## src/rtl/cv32e40p_fetch_unit_mo.sv

```systemverilog
// Instruction-fetch front end: issues OBI requests with bounded outstanding
// transactions, buffers returned words in a small FIFO, discards responses
// that belong to a fetch stream abandoned by a branch, and stops fetching
// after a bus error until the next branch.
//
// state  | meaning
// S_IDLE | normal issue; instr_addr_o follows next_addr
// S_HOLD | branch arrived while a request was waiting for grant; the old
//        | request is kept stable until granted, target parked in shadow
module cv32e40p_fetch_unit_mo #(
    parameter int DEPTH           = 4,
    parameter int MAX_OUTSTANDING = 2,
    parameter bit PULP_OBI        = 1'b0
) (
    input  logic        clk,
    input  logic        rst_n,
    input  logic        req_i,
    input  logic        branch_i,
    input  logic [31:0] branch_addr_i,
    output logic        fetch_valid_o,
    input  logic        fetch_ready_i,
    output logic [31:0] fetch_rdata_o,
    output logic [31:0] fetch_addr_o,
    output logic        fetch_err_o,
    output logic        instr_req_o,
    output logic [31:0] instr_addr_o,
    input  logic        instr_gnt_i,
    input  logic        instr_rvalid_i,
    input  logic [31:0] instr_rdata_i,
    input  logic        instr_err_i,
    output logic        busy_o
);
    localparam int AW = (DEPTH > 1) ? $clog2(DEPTH) : 1;
    localparam int CW = $clog2(DEPTH + 1);
    localparam logic [CW-1:0] LP_MAX_OUT = MAX_OUTSTANDING[CW-1:0];
    localparam logic [CW-1:0] LP_FULL    = DEPTH[CW-1:0];
    localparam logic [CW:0]   LP_DEPTH_X = DEPTH[CW:0];

    typedef enum logic [0:0] {
        S_IDLE = 1'b0,
        S_HOLD = 1'b1
    } state_t;

    state_t        r_state;
    state_t        w_state_nxt;
    logic [31:0]   r_next_addr;
    logic [31:0]   r_shadow_addr;
    logic [31:0]   r_rsp_addr;
    logic [CW-1:0] r_outstanding;
    logic [CW-1:0] r_discard;
    logic [CW-1:0] r_count;
    logic [AW-1:0] r_wptr;
    logic [AW-1:0] r_rptr;
    logic          r_armed;
    logic          r_err_halt;
    logic [31:0]   r_fifo_data [DEPTH];
    logic [31:0]   r_fifo_addr [DEPTH];
    logic [DEPTH-1:0] r_fifo_err;

    logic [31:0]   w_target;
    logic [31:0]   w_next_addr_nxt;
    logic [31:0]   w_shadow_nxt;
    logic [CW-1:0] w_out_nxt;
    logic [CW-1:0] w_discard_nxt;
    logic [CW:0]   w_inflight;
    logic          w_can_issue;
    logic          w_gnt;
    logic          w_rvalid;
    logic          w_drop;
    logic          w_push;
    logic          w_pop;

    // Low address bits are masked rather than left dangling.
    assign w_target     = {branch_addr_i[31:2], branch_addr_i[1:0] & 2'b00};

    // Slots are reserved at issue time, so every kept response has room.
    assign w_inflight   = {1'b0, r_count} + {1'b0, r_outstanding};
    assign w_can_issue  = r_armed & req_i & ~r_err_halt
                        & (r_outstanding < LP_MAX_OUT) & (w_inflight < LP_DEPTH_X);
    assign instr_req_o  = (r_state == S_HOLD) | w_can_issue;
    assign instr_addr_o = r_next_addr;
    assign w_gnt        = instr_req_o & instr_gnt_i;
    assign w_rvalid     = instr_rvalid_i & (r_outstanding != '0);
    assign w_drop       = w_rvalid & (r_discard != '0);
    assign w_push       = w_rvalid & ~w_drop;
    assign w_pop        = fetch_valid_o & fetch_ready_i;
    assign w_out_nxt    = r_outstanding + CW'(w_gnt) - CW'(w_rvalid);

    assign fetch_valid_o = (r_count != '0);
    assign fetch_rdata_o = r_fifo_data[r_rptr];
    assign fetch_addr_o  = r_fifo_addr[r_rptr];
    assign fetch_err_o   = r_fifo_err[r_rptr];
    assign busy_o        = instr_req_o | (r_outstanding != '0);

    // FSM state register.
    always_ff @(posedge clk or negedge rst_n) begin
        if (!rst_n) begin
            r_state <= S_IDLE;
        end else begin
            r_state <= w_state_nxt;
        end
    end

    // Next state, next fetch address, shadow target and discard count.
    always_comb begin
        w_state_nxt     = r_state;
        w_next_addr_nxt = r_next_addr;
        w_shadow_nxt    = r_shadow_addr;
        w_discard_nxt   = r_discard - CW'(w_drop);
        case (r_state)
            S_IDLE: begin
                if (w_gnt) begin
                    w_next_addr_nxt = r_next_addr + 32'd4;
                end
                if (branch_i) begin
                    w_discard_nxt = w_out_nxt;
                    if ((PULP_OBI == 1'b0) && instr_req_o && !instr_gnt_i) begin
                        w_state_nxt     = S_HOLD;
                        w_shadow_nxt    = w_target;
                        w_next_addr_nxt = r_next_addr;
                    end else begin
                        w_next_addr_nxt = w_target;
                    end
                end
            end
            S_HOLD: begin
                if (branch_i) begin
                    w_discard_nxt = w_out_nxt;
                    w_shadow_nxt  = w_target;
                end
                if (w_gnt) begin
                    w_state_nxt = S_IDLE;
                    if (branch_i) begin
                        w_next_addr_nxt = w_target;
                    end else begin
                        w_next_addr_nxt = r_shadow_addr;
                        // The held request belongs to the abandoned stream.
                        w_discard_nxt   = r_discard - CW'(w_drop) + CW'(1);
                    end
                end
            end
            default: w_state_nxt = S_IDLE;
        endcase
    end

    // Request/response bookkeeping. Kept responses are contiguous from the
    // last branch target, so one running address replaces a per-request queue.
    always_ff @(posedge clk or negedge rst_n) begin
        if (!rst_n) begin
            r_next_addr   <= '0;
            r_shadow_addr <= '0;
            r_rsp_addr    <= '0;
            r_outstanding <= '0;
            r_discard     <= '0;
            r_armed       <= 1'b0;
            r_err_halt    <= 1'b0;
        end else begin
            r_next_addr   <= w_next_addr_nxt;
            r_shadow_addr <= w_shadow_nxt;
            r_outstanding <= w_out_nxt;
            r_discard     <= w_discard_nxt;
            if (branch_i) begin
                r_armed    <= 1'b1;
                r_err_halt <= 1'b0;
                r_rsp_addr <= w_target;
            end else begin
                if (w_push) begin
                    r_rsp_addr <= r_rsp_addr + 32'd4;
                end
                if (w_push && instr_err_i) begin
                    r_err_halt <= 1'b1;
                end
            end
        end
    end

    // FIFO pointers and occupancy; a branch empties the FIFO outright.
    always_ff @(posedge clk or negedge rst_n) begin
        if (!rst_n) begin
            r_wptr  <= '0;
            r_rptr  <= '0;
            r_count <= '0;
        end else if (branch_i) begin
            r_wptr  <= '0;
            r_rptr  <= '0;
            r_count <= '0;
        end else begin
            if (w_push) begin
                r_wptr <= r_wptr + AW'(1);
            end
            if (w_pop) begin
                r_rptr <= r_rptr + AW'(1);
            end
            r_count <= r_count + CW'(w_push) - CW'(w_pop);
        end
    end

    // FIFO storage.
    always_ff @(posedge clk or negedge rst_n) begin
        if (!rst_n) begin
            for (int i = 0; i < DEPTH; i++) begin
                r_fifo_data[i] <= '0;
                r_fifo_addr[i] <= '0;
            end
            r_fifo_err <= '0;
        end else if (w_push && !branch_i) begin
            r_fifo_data[r_wptr] <= instr_rdata_i;
            r_fifo_addr[r_wptr] <= r_rsp_addr;
            r_fifo_err[r_wptr]  <= instr_err_i;
        end
    end

`ifndef SYNTHESIS
    // Overflow cannot happen by construction; stray responses are a bus fault.
    always @(posedge clk) begin
        if (rst_n) begin
            assert (!(w_push && !w_pop && !branch_i && (r_count == LP_FULL)))
                else $error("fetch FIFO overflow");
            assert (!(instr_rvalid_i && (r_outstanding == '0)))
                else $error("rvalid with no outstanding request");
        end
    end
`endif

endmodule

```

## config.mk

```make
export PLATFORM = sky130hd
export DESIGN_NAME = cv32e40p_fetch_unit_mo
export DESIGN_NICKNAME = d
export VERILOG_FILES = /design/src/rtl/cv32e40p_fetch_unit_mo.sv
export SDC_FILE = /design/constraint.sdc
export NUM_CORES = 1
export LEC_CHECK = 0
export ABC_AREA = 1
export CAP_MARGIN = 20
export CORE_MARGIN = 5
export CORE_UTILIZATION = 50
export CTS_CLUSTER_SIZE = 40
export DETAILED_ROUTE_END_ITERATION = 10
export PLACE_DENSITY_LB_ADDON = 0.05
export RECOVER_POWER = 100
export SETUP_SLACK_MARGIN = 0.5
export SYNTH_ARGS = -nofsm -noshare
export SYNTH_HDL_FRONTEND = slang
export SYNTH_SLANG_ARGS = --single-unit
```

## constraint.sdc

```tcl
create_clock -name clk -period 3 [get_ports clk]
set_input_delay 0.3 -clock clk [delete_from_list [all_inputs] [get_ports clk]]
set_output_delay 0.3 -clock clk [all_outputs]
set_load 0.02 [all_outputs]
```

==> results of run 1 <==
==> synth_stat cells, types with 3 or more instances <==
| cell type | number | area share [%] |
|---|---|---|
| o221ai_1 | 6 | 0.30 |
| a31oi_1 | 5 | 0.18 |
| buf_4 | 3 | 0.13 |
| o211ai_1 | 11 | 0.47 |
| nand4_1 | 20 | 0.71 |
| or2_2 | 3 | 0.11 |
| nor2_2 | 4 | 0.14 |
| nand3_1 | 79 | 2.2 |
| clkbuf_1 | 75 | 1.6 |
| xnor2_1 | 6 | 0.30 |
| o21ai_0 | 383 | 11 |
| dfrtp_1 | 362 | 51 |
| nand2_1 | 604 | 13 |
| inv_2 | 9 | 0.19 |
| buf_1 | 7 | 0.15 |
| o22ai_1 | 65 | 2.3 |
| nand2_4 | 3 | 0.19 |
| nand2_2 | 4 | 0.14 |
| nand3b_1 | 6 | 0.26 |
| nor3_1 | 20 | 0.57 |
| inv_1 | 156 | 3.3 |
| nor2_1 | 249 | 5.3 |
| ha_1 | 16 | 1.1 |
| buf_6 | 16 | 1.0 |
| xor2_1 | 25 | 1.2 |
| a21oi_1 | 27 | 0.77 |
| buf_2 | 25 | 0.71 |
| o21ai_1 | 33 | 0.94 |
==> power groups by stage <==
| stage | Clock [mW] | Sequential, mW | Combinational [mW] |
|---|---|---|---|
| global route | 5.13 | 6.79 | 6.80 |
| floorplan | 0 | 6.70 | 3.66 |
| global placement | 0 | 6.70 | 6.44 |
| detailed placement | 0 | 6.72 | 6.52 |
| finish | 4.82 | 6.65 | 6.12 |
| CTS | 4.92 | 6.64 | 6.40 |
==> kinds of logic (layout without fill, tap and decap cells) <==
| group | Yosys count | count (layout) | synth area share, % |
|---|---|---|---|
| other cells | 1 | 2 | 0.0212 |
| flops | 362 | 362 | 51.3 |
| simple gates | 994 | 994 | 22.6 |
| fa+ha+maj | 18 | 18 | 1.36 |
| buf+inv | 292 | 449 | 7.13 |
| compound gates | 537 | 537 | 16.1 |
| xor+xnor | 31 | 31 | 1.54 |
==> sequential cells by signal (all words and copies together) (netlist names) <==
register,cells
r_rsp_addr,30
r_err_halt,1
instr_addr_o,32
r_fifo_addr,120
r_count,3
r_state,1
r_rptr,2
r_shadow_addr,32
r_outstanding,3
r_discard,3
r_fifo_err,4
r_wptr,2
r_fifo_data,128
r_armed,1
==> path summary, 6_finish.rpt <==
check / from / endpoint / slack [ps]
setup / recovery: r_count[1]$_DFF_PN0_ / r_discard[2]$_DFF_PN0_ / 360
hold / removal: rst_n / r_fifo_data[25]$_DFFE_PN0P_ / 250
setup reg to reg: r_count[1]$_DFF_PN0_ / r_discard[2]$_DFF_PN0_ / 360
hold reg to reg: r_armed$_DFFE_PN0P_ / r_armed$_DFFE_PN0P_ / 470
max in group asynchronous: rst_n / r_shadow_addr[3]$_DFFE_PN0P_ / 750
min in group clk: branch_i / r_shadow_addr[4]$_DFFE_PN0P_ / 250
==> area by class of cell <==
type,count,area (µm²)
clock buffers,61,1200
fillers,3201,13800
inverters,166,624
flip-flops and latches,362,9070
well taps,455,569
multi-input cells,1582,7430
clock inverters,10,90.1
repair buffers,212,1930
==> critical path: stages (launching register included) <==
cell and delay (ps):
dfrtp_1 420, ha_1 220, inv_1 50, nand2_1 50, nor2_2 100, nand3_1 160, nand2_4 120, nand2_1 70
ha_2 320, inv_1 40, ha_2 170, fa_1 420, xnor2_1 220, nor2_1 90, a21oi_1 130
==> per-layer routing <==
layer / vias to the layer above / wire length (µm) / global-route usage, %
li1: 7558 / - / -
met1: 7508 / 22100 / 35.4
met2: 498 / 24700 / 43.3
met3: 86 / 2960 / 3.44
met4: 0 / 1250 / 6.63
met5: - / 0 / 0
==> timing repair <==
item | 4_1_cts | 5_1_grt
hold buffers | 1 | 0
setup endpoints to repair | 67 | 49
gates cloned | 0 | 1
gates resized for setup | 84 | 64
setup buffers | 4 | 8
pin swaps | 3 | 12
endpoints found under the hold margin | 39 | 0
==> summary.md, run 1 <==
| Metric | Value |
|---|---|
| Die Ht | 198 µm |
| Clk_lat worst skew | about 530 ps |
| Post-synth EDFFs | 0 |
| # IOs | 172 |
| Post-synthesis cell area | around 0.018 mm² |
| CTS tree | done |
| Drt pass-1 iters | 6 |
| Hold WC Path Type | primary input to async pin |
| Layout Nets | roughly 2,500 |
| Clock sinks | roughly 360 |
| Comb pwr share | a little over a third |
| Layout cells sized above 1 | 6.27% |
| Clock Tree Root | clkbuf_16 |
| Register-to-Register Path Depth | 14 |
| Synth Instances | ~2,200 |
| Most frequent cells in the layout | nand2_1 (605), o21ai_0 (408), dfrtp_1 (360), nor2_1 (249), inv_1 (156) |
| Achievable frequency | approximately 380 MHz |
| Max-slew violation count | roughly 110 |
| Vias | 15,700 |
| Outcome | finished, violations left |
| Clock transition at path regs | ~60 ps |
| Headroom to the max-slew limit | -24.9% |
| CTS H-tree depth | 2 |
| Core area | about 0.035 mm² |
| Setup ws final | ~360 ps |
| Die width | 198 µm |
| Worst Setup Path Type | register to register |
| Synthesized flop and latch total | around 360 |
| Drt drc | 0 |
| PortBufs | between 150 and 200 |
| Hold Fails Final Rpt | 0 |
| Number of distinct library cells after synthesis | 37 |
| GRT overflow | 0 |
| Initial antenna violation count | 0 |
| Clock power share | roughly 27% |
| Sw frac | 37.9% |
| Cell area after layout | 0.0209 mm² |
| Crit path arrival time | roughly 3100 ps |
| Fin cells | ~2,800 |
| Setup tns final | 0 ps |
| Routability cong. | around 0.93 |
| CP Max Fanout | 4 |
| Initial DRC count | between 1,000 and 1,500 |
| Failing checks | max-capacitance violations, max-slew violations |
| Area Overhead vs Synth | 18.4% |
| Avg WL per Cell | 17.9 µm |
| Vias in the first global route | approximately 15,000 |
| Initial Utilization | 50.9% |
| Endpoint type of the worst setup path | register |
| Crit share post-route | about nine tenths |
| Utilization after layout | 60.2% |
| Placed wire-length estimate | 33,200 µm |
| RSZ-0062 raised after global routing | false |
| Hold Slack | ~250 ps |
| Placed cell count | between 2,000 and 3,000 |
| FP Rows | roughly 70 |
| Antenna Nets Post-Route | 0 |
| Ys async rst share | 100% |
| Clock skew | around 19 ps |
| Pre-CTS WS | between 300 and 400 ps |
| Flop pwr share | a little under two fifths |
| Peak VDD IR | just under 0.5 mV |
| N_diodes | 0 |
| Startpoint Class | register |
| Worst Path Required | about 3500 ps |
| Placed instance area | ~0.020 mm² |
| Internal power | 10.9 mW |
| Sequential area share after synthesis | 51.3% |
| Max Cap Violations | 2 |
| Tmin final | between 2000 and 3000 ps |
| First-pass GRT wire length | roughly 82,000 µm |
| Syn Area/Cell | around 8 µm² |
| Power Total | roughly 18 mW |
| P_sw | roughly 6.7 mW |
| Most common cell after layout, fill and taps aside | nand2_1 |
| Yosys warnings | 0 |
| Largest net degree at the start of global routing | 100 |
| Total CTS buffers | 40 |
| Ys flop type | dfrtp_1 |
| Die area | a little under 0.04 mm² |
| Worst Max-Slew Pin Slew | 1870 ps |
| Drt via density | 5.50 |
| Clk buf depth | 3 |
| Cell leakage power | ~10 nW |
| GR Util All Layers | about a quarter |
| Final setup viols | 0 |
| Routed WL | a little over 50,000 µm |
| PD cells | 841 mW/mm² |
(Power assumes the default switching activity.)
==> inputs of run 2 (changes only) <==
--- a/config.mk
+++ b/config.mk
@@ -6,7 +6,6 @@
 export NUM_CORES = 1
 export LEC_CHECK = 0
 export ABC_AREA = 1
-export CAP_MARGIN = 20
 export CORE_MARGIN = 5
 export CORE_UTILIZATION = 50
 export CTS_CLUSTER_SIZE = 40
==> constraint.sdc (replaced) <==
create_clock -name clk -period 2.6 [get_ports clk]
set_input_delay 0.26 -clock clk [delete_from_list [all_inputs] [get_ports clk]]
set_output_delay 0.26 -clock clk [all_outputs]
set_load 0.02 [all_outputs]
==> summary.md, run 2 (same netlist as run 1, synthesis figures left out) <==
| Metric | Value |
|---|---|
| Outcome | complete, no violations (was finished, violations left) |
| CTS H-tree depth | 2 (unchanged) |
| Worst Path Required | 2340 ps (was 3450 ps) |
| Most flops, register | r_fifo_data (unchanged) |
| Vias | 16,700 (was 15,700) |
| Setup tns final | 0 ps (unchanged) |
| Core area | 0.0347 mm² (unchanged) |
| Worst reg2reg path endpoint | r_shadow_addr[15]$_DFFE_PN0P_ (was r_discard[2]$_DFF_PN0_) |
| Largest net degree at the start of global routing | 85 (was 100) |
| HP Start | branch_i |
| Routed WL | 58,700 µm (was 51,000 µm) |
| GRT overflow | 0 (unchanged) |
| Max reg flops | 128 (unchanged) |
| Clock transition at path regs | 60 ps (about the same) |
| Routability cong. | 0.981 (was 0.928) |
| Cell family with most CP delay | buffers and inverters (was adder cells) |
| Die area | 0.0392 mm² (unchanged) |
| Hold WC Path Type | primary input to register (was primary input to async pin) |
| Tmin final | about 2500 ps |
| Register-to-Register Path Depth | 13 (was 14) |
| Crit path cell chain | clkbuf_1, buf_12, buf_16, buf_8, o21ai_2, o22ai_1, clkbuf_1 (was ha_1, inv_1, nand2_1, nor2_2, nand3_1, nand2_4, nand2_1, ha_2, inv_1, ha_2, fa_1, xnor2_1, nor2_1, a21oi_1) |
| P_sw | 9.23 mW (was 6.67 mW) |
| CP Max Fanout | 4 (unchanged) |
| Hold Fails Final Rpt | 0 (unchanged) |
| Crit path max-delay cell type | dfrtp_4 (was dfrtp_1) |
| First-pass GRT wire length | 88,000 µm (was 81,800 µm) |
| WHS Endpoint | r_rsp_addr[3]$_DFFE_PN0N_ |
| Flop pwr share | 32.4% (was 37.8%) |
| Clock power share | 25.3% (was 27.4%) |
| Cell leakage power | 11.0 nW (was 9.95 nW) |
| Worst r2r src | r_count[2]$_DFF_PN0_ (was r_count[1]$_DFF_PN0_) |
| Fillers | 2,848 (was 3,201) |
| FP Rows | 68 (unchanged) |
| Clk buf depth | 3 (unchanged) |
| GR Util All Layers | 27.8% (was 25.7%) |
| Initial Utilization | 50.9% (unchanged) |
| CP Launch Point | r_rptr[0]$_DFFE_PN0P_ (was r_count[1]$_DFF_PN0_) |
| Cell mode on critical path | clkbuf_1 |
| Worst Setup Path Type | register to primary output (was register to register) |
| Vias in the first global route | 16,300 (was 15,100) |
| PD cells | 1020 mW/mm² (was 841 mW/mm²) |
| Hold Slack | 254 ps (was 250 ps) |
| Initial antenna violation count | 0 (unchanged) |
| Regs by FF count | r_fifo_data x128, r_fifo_addr x120 (unchanged) |
| Achievable frequency | 402 MHz |
| Drt via density | 5.66 (was 5.50) |
| Sw frac | 38.1% (was 37.9%) |
| Clock Tree Root | clkbuf_16 (unchanged) |
| Antenna Nets Post-Route | 0 (unchanged) |
| Peak VDD IR | 0.712 mV (was 0.484 mV) |
| Comb pwr share | 42.3% (was 34.8%) |
| Die Ht | 198 µm (unchanged) |
| Endpoint type of the worst setup path | primary output (was register) |
| # IOs | 172 (unchanged) |
| R2R setup slack | 160 ps (was 360 ps) |
| PortBufs | 167 (unchanged) |
| Drt pass-1 iters | 5 (was 6) |
| Total CTS buffers | 42 (was 40) |
| CTS tree | done (unchanged) |
| Crit share post-route | 95.6% |
| Layout cells sized above 1 | 18.8% (was 6.27%) |
| Power Total | 24.2 mW (was 17.6 mW) |
| RSZ-0062 raised after global routing | true (was false) |
| Max-slew violation count | 0 (was 114) |
| Max stage delay on crit path | 430 ps (was 420 ps) |
| Headroom to the max-slew limit | 3.54% (was -24.9%) |
| Utilization after layout | 68.6% (was 60.2%) |
| Area Overhead vs Synth | 34.9% (was 18.4%) |
| Internal power | 15.0 mW (was 10.9 mW) |
| Drt drc | 0 (unchanged) |
| Final setup viols | 0 (unchanged) |
| Avg WL per Cell | 20.0 µm (was 17.9 µm) |
| Most common cell after layout, fill and taps aside | nand2_1 (unchanged) |
| Die width | 198 µm (unchanged) |
| CP Buf/Inv Count | 5 (was 2) |
| Most frequent cells in the layout | nand2_1 (588), dfrtp_1 (360), o21ai_0 (293), nor2_1 (181), inv_1 (153) (was nand2_1 (605), o21ai_0 (408), dfrtp_1 (360), nor2_1 (249), inv_1 (156)) |
| Max Cap Violations | 0 (was 2) |
| Layout Nets | 2,549 (was 2,454) |
| Clk_lat worst skew | 550 ps (was 530 ps) |
| Hold path depth | 3 |
| N_diodes | 0 (unchanged) |
| Clock skew | 19.3 ps (about the same) |
| Placed wire-length estimate | 33,700 µm (was 33,200 µm) |
| Initial DRC count | 1,318 (was 1,161) |
| Crit path arrival time | 2230 ps (was 3090 ps) |
| Clock sinks | 362 (unchanged) |
| Worst Max-Slew Pin Slew | 1450 ps (was 1870 ps) |
| Startpoint Class | register (unchanged) |
run 2: changes by cell type in the layout (fill, tap and decap cells not counted), sizes merged:
cell	previous run	this run
buf	33	139
dlygate4sd2	19	0
clkbuf	107	120
clkdlybuf4s15	6	0
clkdlybuf4s25	6	0
clkinv	10	15
bufinv	1	5
clkdlybuf4s50	71	67
dlygate4sd3	30	33
clkinvlp	0	2
inv	165	163
dlymetal6s2s	1	0
nand2	611	612
run 2: tightest hold or removal path, cell delays in order:
cell     delay, ps
buf_2          200
nand2_1        190
a31oi_1        100
run 2: how the worst max path moves through the flow:
| stage | cells past startpoint | slack (ps) | endpoint |
|---|---|---|---|
| after CTS | 7 | 260 | fetch_rdata_o[11] |
| after global routing | 9 | 30 | r_fifo_addr[75]$_DFFE_PN0P_ |
| after global placement | 13 | 150 | r_discard[2]$_DFF_PN0_ |
| final | 7 | 110 | fetch_addr_o[2] |
| after floorplan | 12 | 290 | r_discard[2]$_DFF_PN0_ |
| after detailed placement | 13 | 80 | r_discard[2]$_DFF_PN0_ |
run 2: area by class of cell:
| class | count | area, µm² | share of cell area [%] |
|---|---|---|---|
| clock buffers | 58 | 1200 | 5.05 |
| well taps | 455 | 569 | 2.39 |
| inverters | 166 | 673 | 2.83 |
| repair buffers | 301 | 3400 | 14.3 |
| clock inverters | 16 | 230 | 0.967 |
| repair inverters | 3 | 52.6 | 0.221 |
| flip-flops and latches | 362 | 9060 | 38.1 |
| multi-input cells | 1583 | 8620 | 36.2 |
run 2: power groups by stage:
stage	sequential (mW)	combinational, mW	clock, mW
after global routing	7.98	11.0	6.44
after CTS	7.70	9.39	6.20
final	7.84	10.2	6.14
after global placement	7.72	7.50	0
after detailed placement	7.75	7.59	0
after floorplan	7.73	4.24	0
run 2: what timing repair did:
| action | in CTS | in global routing |
|---|---|---|
| gates cloned | 19 | 12 |
| hold endpoints to repair | 63 | 0 |
| resized for setup | 590 | 363 |
| pin swaps | 55 | 68 |
| setup buffers | 40 | 21 |
| endpoints found under the setup margin | 138 | 308 |
| hold buffers | 1 | 0 |
run 2: per-stage QoR:
stage                     std cells  worst slack [ps]  cell area (µm²)
after global placement         2777               148            19800
after CTS                      2911               260            22800
after detailed placement       2777              80.6            19800
after global routing           2944              31.9            23800
final                          2944               113            23800
after floorplan                2236               286            17700
run 2: routing by layer:
metal,global-route usage [%],wire length [µm]
met1,37.4,23700
met3,3.47,3350
met5,0,0
met4,9.82,2200
met2,46.9,29500
==> inputs of run 3 (changes only) <==
--- a/config.mk
+++ b/config.mk
@@ -7,9 +7,10 @@
 export LEC_CHECK = 0
 export ABC_AREA = 1
 export CORE_MARGIN = 5
-export CORE_UTILIZATION = 50
+export CORE_UTILIZATION = 47
 export CTS_CLUSTER_SIZE = 40
 export DETAILED_ROUTE_END_ITERATION = 10
+export GPL_ROUTABILITY_DRIVEN = 0
 export PLACE_DENSITY_LB_ADDON = 0.05
 export RECOVER_POWER = 100
 export SETUP_SLACK_MARGIN = 0.5
==> summary.md, run 3 (same netlist as run 1, synthesis figures left out) <==
| Metric | Value |
|---|---|
| Crit path cell chain | clkinv_8, clkbuf_2, buf_12, clkbuf_16, nor2_1, o22ai_1, buf_4 (was clkbuf_1, buf_12, buf_16, buf_8, o21ai_2, o22ai_1, clkbuf_1) |
| Endpoint type of the worst setup path | primary output (unchanged) |
| Clock skew | 16.3 ps (was 19.3 ps) |
| Worst Setup Path Type | register to primary output (unchanged) |
| FP Rows | 71 (was 68) |
| Cell leakage power | 11.2 nW (was 11.0 nW) |
| Crit path max-delay cell type | dfrtp_4 (unchanged) |
| Most flops, register | r_fifo_data (unchanged) |
| Most frequent cells in the layout | nand2_1 (604), dfrtp_1 (359), o21ai_0 (288), nor2_1 (158), inv_1 (152) (was nand2_1 (588), dfrtp_1 (360), o21ai_0 (293), nor2_1 (181), inv_1 (153)) |
| Fin cells | 3,003 (was 2,944) |
| Hold path depth | 3 (unchanged) |
| Multi-input logic area | 0.00888 mm² (was 0.00862 mm²) |
| Outcome | finished, violations left (was complete, no violations) |
| R2R setup slack | 170 ps (was 160 ps) |
| Most common cell after layout, fill and taps aside | nand2_1 (unchanged) |
| Layout cells sized above 1 | 20.7% (was 18.8%) |
| FF+latch area | 0.00906 mm² (about the same) |
| Hold WC Path Type | primary input to register (unchanged) |
| Setup ws final | 59.3 ps (was 113 ps) |
| Clock transition at path regs | 60 ps (about the same) |
| Layout Nets | 2,555 (was 2,549) |
| Hold Fails Final Rpt | 0 (unchanged) |
| # IOs | 172 (unchanged) |
| Clk_lat worst skew | 540 ps (was 550 ps) |
| Max Cap Violations | 1 (was 0) |
| GR Util All Layers | 27.4% (was 27.8%) |
| Die width | 204 µm (was 198 µm) |
| Max stage delay on crit path | 550 ps (was 430 ps) |
| Pre-CTS WS | 92.6 ps (was 80.6 ps) |
| PD cells | 1020 mW/mm² (about the same) |
| CTS tree | done (unchanged) |
| Regs by FF count | r_fifo_data x128, r_fifo_addr x120 (unchanged) |
| Placed wire-length estimate | 33,500 µm (was 33,700 µm) |
| Clk buf depth | 3 (unchanged) |
| Failing checks | max-capacitance violations, max-slew violations |
| Die area | 0.0416 mm² (was 0.0392 mm²) |
| Area Overhead vs Synth | 38.8% (was 34.9%) |
| Worst r2r src | r_outstanding[2]$_DFF_PN0_ (was r_count[2]$_DFF_PN0_) |
| Register-to-Register Path Depth | 13 (unchanged) |
| Placed cell count | 2,826 (was 2,777) |
| WHS Endpoint | r_shadow_addr[19]$_DFFE_PN0P_ (was r_rsp_addr[3]$_DFFE_PN0N_) |
| Vias in the first global route | 16,200 (was 16,300) |
| Drt pass-1 iters | 6 (was 5) |
| Max-slew violation count | 58 (was 0) |
| Initial Utilization | 47.2% (was 50.9%) |
| Drt via density | 5.60 (was 5.66) |
| HP Start | branch_i (unchanged) |
| Antenna Nets Post-Route | 0 (unchanged) |
| Fillers | 3,131 (was 2,848) |
| Crit share post-route | 97.7% (was 95.6%) |
| Initial DRC count | 1,277 (was 1,318) |
| Routed WL | 61,900 µm (was 58,700 µm) |
| GRT overflow | 0 (unchanged) |
| Worst Path Required | 2340 ps (about the same) |
| CP Max Fanout | 7 (was 4) |
| Startpoint Class | register (unchanged) |
| Worst reg2reg path endpoint | instr_addr_o[22]$_DFFE_PN0P_ (was r_shadow_addr[15]$_DFFE_PN0P_) |
| PortBufs | 167 (unchanged) |
| Largest net degree at the start of global routing | 95 (was 85) |
| Worst Max-Slew Pin Slew | 1570 ps (was 1450 ps) |
| Tmin final | 2540 ps (was 2490 ps) |
| Clock Tree Root | clkbuf_16 (unchanged) |
| Die Ht | 204 µm (was 198 µm) |
| First-pass GRT wire length | 91,200 µm (was 88,000 µm) |
| Peak VDD IR | 0.638 mV (was 0.712 mV) |
| Hold Slack | 156 ps (was 254 ps) |
| Setup tns final | 0 ps (unchanged) |
| RSZ-0062 raised after global routing | true (unchanged) |
| Drt drc | 0 (unchanged) |
| Total CTS buffers | 41 (was 42) |
| N_diodes | 0 (unchanged) |
| Final setup viols | 0 (unchanged) |
| Headroom to the max-slew limit | -5.00% (was 3.54%) |
| Avg WL per Cell | 20.6 µm (was 20.0 µm) |
| Initial antenna violation count | 0 (unchanged) |
| Max reg flops | 128 (unchanged) |
| Crit path arrival time | 2280 ps (was 2230 ps) |
| Clock sinks | 362 (unchanged) |
| Core area | 0.0374 mm² (was 0.0347 mm²) |
| CTS H-tree depth | 2 (unchanged) |
| Vias | 16,800 (was 16,700) |
| Achievable frequency | 394 MHz (was 402 MHz) |
run 3: changes by cell type in the layout (fill, tap and decap cells not counted), moves of 7 or more:
cell,previous run,this run
nand2_1,588,604
buf_16,21,29
clkbuf_1,46,32
clkbuf_16,46,53
nand2_4,13,3
nor2_2,36,29
o21ai_1,47,36
buf_6,48,64
nor2_1,181,158
nor2_4,36,66
o21ai_4,21,32
o22ai_2,22,29
run 3: layout make-up:
type                            count  area share [%]
Sequential cell                   362            37.0
Timing Repair Buffer              309            15.8
Multi-Input combinational cell   1582            36.2
Timing Repair inverter              3           0.102
Inverter                          166            2.69
Tap cell                          511            2.61
Clock inverter                     14           0.857
Clock buffer                       56            4.74
run 3: through the flow:
step / utilization, % / power (mW) / area [µm²]
2_1_floorplan: - / 12.0 / 17700
3_3_place_gp: 53.1 / 15.2 / 19900
3_5_place_dp: 53.1 / 15.3 / 19900
4_1_cts: 61.6 / 23.4 / 23100
5_1_grt: 65.6 / 26.2 / 24500
6_report: 65.6 / 25.0 / 24500
run 3: worst max-delay path by stage:
stage / from / end / slack (ps) / cells after the start
6_report: r_rptr[0]$_DFFE_PN0P_ / fetch_rdata_o[1] / 60 / 7
5_1_grt: r_rptr[0]$_DFFE_PN0P_ / fetch_rdata_o[1] / 30 / 7
4_1_cts: r_outstanding[2]$_DFF_PN0_ / r_discard[2]$_DFF_PN0_ / 240 / 12
3_5_place_dp: req_i / r_discard[2]$_DFF_PN0_ / 90 / 13
3_3_place_gp: req_i / r_discard[2]$_DFF_PN0_ / 120 / 13
2_1_floorplan: r_count[2]$_DFF_PN0_ / r_discard[2]$_DFF_PN0_ / 290 / 12
run 3: report_power, final:
part           internal, mW  leakage [nW]  switching [mW]  total [mW]
clock                  3.62         0.667            2.38        6.00
sequential             6.76          4.81            1.16        7.93
combinational          5.04          5.73            6.05        11.1
total                  15.4          11.2            9.60        25.0
run 3: worst max-delay path, delay by kind of cell, from the launching register on:
kind | cells | cell delay [ps]
AO/OA/AOI/OAI | 1 | 170
AND/OR/NAND/NOR | 1 | 50
buffers and inverters | 5 | 940
flip-flops | 1 | 550
run 3: timing repair:
action,4_1_cts,5_1_grt
endpoints found under the setup margin,116,216
gates cloned,29,19
resized for setup,627,368
pin swaps,68,106
endpoints found under the hold margin,53,0
hold buffers,1,0
buffers inserted,31,27
run 3: metal layers:
metal	vias up	share of wire, %	track usage (%)
met2	625	50	46.2
met1	8274	41	37.3
li1	7789	-	-
met5	-	0	0
met4	0	3.3	8.09
met3	140	5.9	3.68
